<file path="src/rtl/pipe_addsub.sv">
// pipe_addsub: pipelined integer adder/subtractor, CHUNK bits per stage,
// registered carry chain, valid/ready handshake with global stall.
module pipe_addsub #(
    parameter int WIDTH = 32,
    parameter int CHUNK = 8
) (
    input  logic             i_clk,
    input  logic             i_rst_n,
    input  logic             i_valid,
    output logic             o_ready,
    input  logic [WIDTH-1:0] i_a,
    input  logic [WIDTH-1:0] i_b,
    input  logic             i_sub,
    output logic             o_valid,
    input  logic             i_ready,
    output logic [WIDTH-1:0] o_sum,
    output logic             o_cout,
    output logic             o_ovf,
    output logic             o_zero,
    output logic             o_neg
);

    localparam int STAGES = WIDTH / CHUNK;
    localparam int LAST   = STAGES - 1;

    logic                          en;

    // Stage output registers, index k = output of stage k
    logic [STAGES-1:0]             r_v;
    logic [STAGES-1:0]             r_sub;
    logic [STAGES-1:0]             r_c;
    logic [STAGES-1:0][WIDTH-1:0]  r_a;
    logic [STAGES-1:0][WIDTH-1:0]  r_b;
    logic [STAGES-1:0][WIDTH-1:0]  r_s;

    // Stage input chains, index k = input of stage k
    logic [STAGES:0]               ch_v;
    logic [STAGES:0]               ch_sub;
    logic [STAGES:0]               ch_c;
    logic [STAGES:0][WIDTH-1:0]    ch_a;
    logic [STAGES:0][WIDTH-1:0]    ch_b;
    logic [STAGES:0][WIDTH-1:0]    ch_s;

    // Per-stage chunk arithmetic
    logic [STAGES-1:0][CHUNK-1:0]  ca;
    logic [STAGES-1:0][CHUNK-1:0]  cb;
    logic [STAGES-1:0][CHUNK:0]    t;
    logic [STAGES-1:0][WIDTH-1:0]  ns;

    // Last-stage flag inputs
    logic                          l_cout;
    logic                          l_cmsb;
    logic                          l_v;

    logic                          f_cout;
    logic                          f_ovf;
    logic                          f_zero;
    logic                          f_neg;

    // Whole pipe advances together unless the held result is refused
    assign en      = ~o_valid | i_ready;
    assign o_ready = en;

    // Stage 0 takes the ports; stage k takes stage k-1's registers.
    // The carry into stage 0 is the subtract flag (two's complement +1).
    assign ch_v   = {r_v,   i_valid};
    assign ch_sub = {r_sub, i_sub};
    assign ch_c   = {r_c,   i_sub};
    assign ch_a   = {r_a,   i_a};
    assign ch_b   = {r_b,   i_b};
    assign ch_s   = {r_s,   {WIDTH{1'b0}}};

    // Ripple-add this stage's chunk and merge it into the de-skewed sum
    always_comb begin
        ca = '0;
        cb = '0;
        t  = '0;
        ns = '0;
        for (int k = 0; k < STAGES; k++) begin
            ca[k] = ch_a[k][k*CHUNK +: CHUNK];
            cb[k] = ch_b[k][k*CHUNK +: CHUNK] ^ {CHUNK{ch_sub[k]}};
            t[k]  = {1'b0, ca[k]} + {1'b0, cb[k]}
                  + {{CHUNK{1'b0}}, ch_c[k]};
            ns[k] = ch_s[k];
            ns[k][k*CHUNK +: CHUNK] = t[k][CHUNK-1:0];
        end
    end

    // Carry into the MSB recovered from the MSB sum bit and its operands
    always_comb begin
        l_v    = ch_v[LAST];
        l_cout = t[LAST][CHUNK];
        l_cmsb = t[LAST][CHUNK-1]
               ^ ca[LAST][CHUNK-1]
               ^ cb[LAST][CHUNK-1];
    end

    // Pipeline registers; last-stage result and flags load only on valid
    always_ff @(posedge i_clk or negedge i_rst_n) begin
        if (!i_rst_n) begin
            r_v    <= '0;
            r_sub  <= '0;
            r_c    <= '0;
            r_a    <= '0;
            r_b    <= '0;
            r_s    <= '0;
            f_cout <= 1'b0;
            f_ovf  <= 1'b0;
            f_zero <= 1'b0;
            f_neg  <= 1'b0;
        end else if (en) begin
            r_v   <= ch_v[STAGES-1:0];
            r_sub <= ch_sub[STAGES-1:0];
            r_a   <= ch_a[STAGES-1:0];
            r_b   <= ch_b[STAGES-1:0];
            for (int k = 0; k < STAGES; k++) begin
                r_c[k] <= t[k][CHUNK];
            end
            for (int k = 0; k < LAST; k++) begin
                r_s[k] <= ns[k];
            end
            if (l_v) begin
                r_s[LAST] <= ns[LAST];
                f_cout    <= l_cout ^ ch_sub[LAST];
                f_ovf     <= l_cmsb ^ l_cout;
                f_zero    <= ~|ns[LAST];
                f_neg     <= ns[LAST][WIDTH-1];
            end
        end
    end

    assign o_valid = r_v[LAST];
    assign o_sum   = r_s[LAST];
    assign o_cout  = f_cout;
    assign o_ovf   = f_ovf;
    assign o_zero  = f_zero;
    assign o_neg   = f_neg;

endmodule

</file>
<file path="config.mk">
export PLATFORM = sky130hd
export DESIGN_NAME = pipe_addsub
export DESIGN_NICKNAME = d
export VERILOG_FILES = /design/src/rtl/pipe_addsub.sv
export SDC_FILE = /design/constraint.sdc
export NUM_CORES = 1
export LEC_CHECK = 0
export ABC_AREA = 0
export CELL_PAD_IN_SITES_DETAIL_PLACEMENT = 1
export CELL_PAD_IN_SITES_GLOBAL_PLACEMENT = 1
export CORE_ASPECT_RATIO = 0.8
export CORE_MARGIN = 2
export CORE_UTILIZATION = 46
export DETAILED_ROUTE_END_ITERATION = 6
export PLACE_DENSITY_LB_ADDON = 0.15
export SYNTH_ARGS = -nofsm -noshare
export SYNTH_HDL_FRONTEND = slang
export SYNTH_SLANG_ARGS = --single-unit
</file>
<file path="constraint.sdc">
create_clock -name i_clk -period 5.3 [get_ports i_clk]
set_input_delay 0.53 -clock i_clk [delete_from_list [all_inputs] [get_ports i_clk]]
set_output_delay 0.53 -clock i_clk [all_outputs]
set_load 0.02 [all_outputs]
</file>
==> out/results.ini <==
[run_status]
outcome=finished clean

[die]
start_util_pct=46.7
core.rowCount=45
ioPinCount=107
dieArea_um2=20400
fp.dieH_um=128
die_w_um=159
coreArea_um2=18900

[sta]
finalSetupViolCount=0
finClkSkew_ns=0.00860
fmax_mhz=343
fin_crit_sh_pct=55.1
setup-tns-final_ns=0
worst_pin_slew_ns=0.958
maxSlewViolCount=0
hold_viol_final=0
relSlewSlack_pct=35.9
setup_ws_ns=2.38
rsz0062_at_grt=no
fin_crit_ns=2.92

[critical_path]
cp-end-kind=register
critPathLaunchType=register
r2r_start=r_sub[2]$_DFFE_PN0N_
worstSetupStartpoint=r_sub[2]$_DFFE_PN0N_
worstPathArrival_ns=3.20
crit_path_cell_trace=xnor2_1 -> fa_1 -> inv_1 -> fa_1 -> a21oi_1 -> o211ai_1 -> o41ai_2 -> xnor2_1 -> xnor2_1 -> o21ai_1
cp_max_fo=10
cpMostUsedCell=xnor2_1
critPathSlowestCell=dfrtp_1
reg2regPathDepth=10
cp-endpoint=o_ovf$_DFFE_PN0P_
r2r_end=o_ovf$_DFFE_PN0P_
r2r_slack_ns=2.38
slowest_delay_ns=0.72
cp.required_ns=5.58
path_class=reg2reg

[logic_synthesis]
ys_warn_count=0
yosysSeqAreaShare_pct=53.5
synth-edff-count=0
synth.most_common_cell=nand2_1
async_flop_share_pct=100
ys_ff_latch=189
yosys-top-cells-count=nand2_1, dfrtp_1, xor2_1
syn_nets=1050
syn_inst=946
avgSynthCellArea_um2=9.35
synth.distinct_cells=45
synth_top_area_cell=dfrtp_1
synthTopCellsByArea=dfrtp_1, nand2_1, xor2_1
synth_top_flop_cell=dfrtp_1
synth.cell_area_um2=8840
synth_top_cell_area_share_pct=53.5

[final_layout]
syn_to_final_growth_pct=17.9
diodes=0
drive_gt1_share_pct=5.82
fin_nets=1105
fillers=2142

[drt]
drtIter0Drc=369
drcViolationCount=0
num_vias=6271
finalWirelength_mm=19.5
firstDrtPassIters=4
antenna_left=0
vias_per_cell=4.93
routedWlPerCell_um=15.3

[run]
drv_cap=0

[placed_design]
port_buffers=106
place.gp.congestion=0.783
pre_cts_ws_ns=2.01
place_hpwl_mm=13.3

[cts]
cts_inserted_buffers=17
post_cts_resized=0
htreeDepth=4
cts_num_sinks=189
cts_tree=yes
cts_setup_buffers=0
clkTransAtPathRegs_ns=0.08
clock-root-buffer=clkbuf_16
cts_hold_buf=0
clk_path_buf_depth=2
clk_latency_ns=0.43

[grt]
grt_overflow_total=0
antenna_found_initial=0
first_global_vias=6394
grt_pass1_wl_mm=32.5
grt_start_max_net_pins=108
grtUsageTotal_pct=20.1

[power]
ir_drop_mv=0.282
powerDensity_nw_per_um2=671
leakagePower_nw=5.11

[min_path]
min_path_type=in2async

-- routing by layer --
metal | up-vias | GRT usage (%) | share of wire (%)
li1 | 3080 | - | -
met1 | 3064 | 27.8 | 49
met2 | 105 | 32.7 | 46
met3 | 22 | 4.01 | 3.4
met4 | 0 | 5.67 | 1.3
met5 | - | 0 | 0
-- stage by stage --
step	instance area [µm²]	hold slack (ns)	cells	utilization, %	total power [mW]
CTS	10400	0.229	1272	55.1	7.07
detailed placement	9860	0.456	1240	52.1	5.77
finish	10400	0.147	1272	55.1	6.99
global placement	9860	0.450	1240	52.1	5.61
global route	10400	0.248	1272	55.1	7.58
floorplan	8840	0.234	946	-	4.88
-- logic make-up (layout without fill, tap and decap cells) --
family	count (synthesis)	count (layout)	synth area share, %
flip-flops	189	189	53.5
multiplexers	29	29	3.69
adder cells (fa/ha/maj)	35	35	5.55
AND/OR/NAND/NOR	473	473	21.2
AO/OA/AOI/OAI	72	72	5.12
buffers and inverters	92	160	5.43
XOR/XNOR	56	56	5.55
-- worst min-delay path by stage --
stage,to,depth (start not counted)
floorplan,ca[10]$_DFFE_PN0N_,0
global placement,r_v[1]$_DFFE_PN0N_,2
detailed placement,ch_a[51]$_DFFE_PN0N_,2
CTS,o_sum[6]$_DFFE_PN0P_,1
global route,o_sum[12]$_DFFE_PN0P_,1
finish,o_sum[6]$_DFFE_PN0P_,1
-- cells in the final DEF, fill, tap and decap left out, types with 4 or more instances in the layout --
cell and n:
dfrtp_1 189, o21ai_0 12, nor3b_1 6, buf_4 5, xor2_1 42, inv_1 16
clkbuf_16 17, clkdlybuf4s50_1 105, xnor2_1 14, nor3_1 6, fa_1 7, nor2_1 27
nand2_1 408, mux2_1 16, a21oi_1 25, nand2b_1 5, inv_8 4, o21bai_1 4
inv_6 7, mux2_2 9, nor4_1 6, o21ai_1 11, a21o_1 4, ha_1 28
-- power breakdown --
group / switching [mW] / internal, mW
Clock: 0.618 / 0.627
Sequential: 0.473 / 2.08
Combinational: 1.80 / 1.40
Total: 2.89 / 4.10
-- registers in the layout, summed over array words and instances, names as in the netlist --
register  count
r_sub         3
ch_s         48
o_cout        1
o_sum        32
ch_a         24
ca           24
ch_b         48
r_v           4
o_ovf         1
o_zero        1
r_c           3
-- critical path: cells and delay by family (launching register included) --
family                   cells  cell delay, ns
AO/OA/AOI/OAI                4            0.82
flip-flops                   1            0.72
adder cells (fa/ha/maj)      2            0.64
XOR/XNOR                     3            0.53
buffers and inverters        1            0.06
-- final cells by class --
cell class,count,area [µm²],area share (%)
clock buffer,17,425,4.08
clock inverter,15,140,1.34
inverter,17,66.3,0.636
multi-input combinational,665,3640,34.9
sequential,189,4730,45.4
tap,258,323,3.10
timing repair buffer,111,1100,10.6
(Power assumes the default switching activity.)
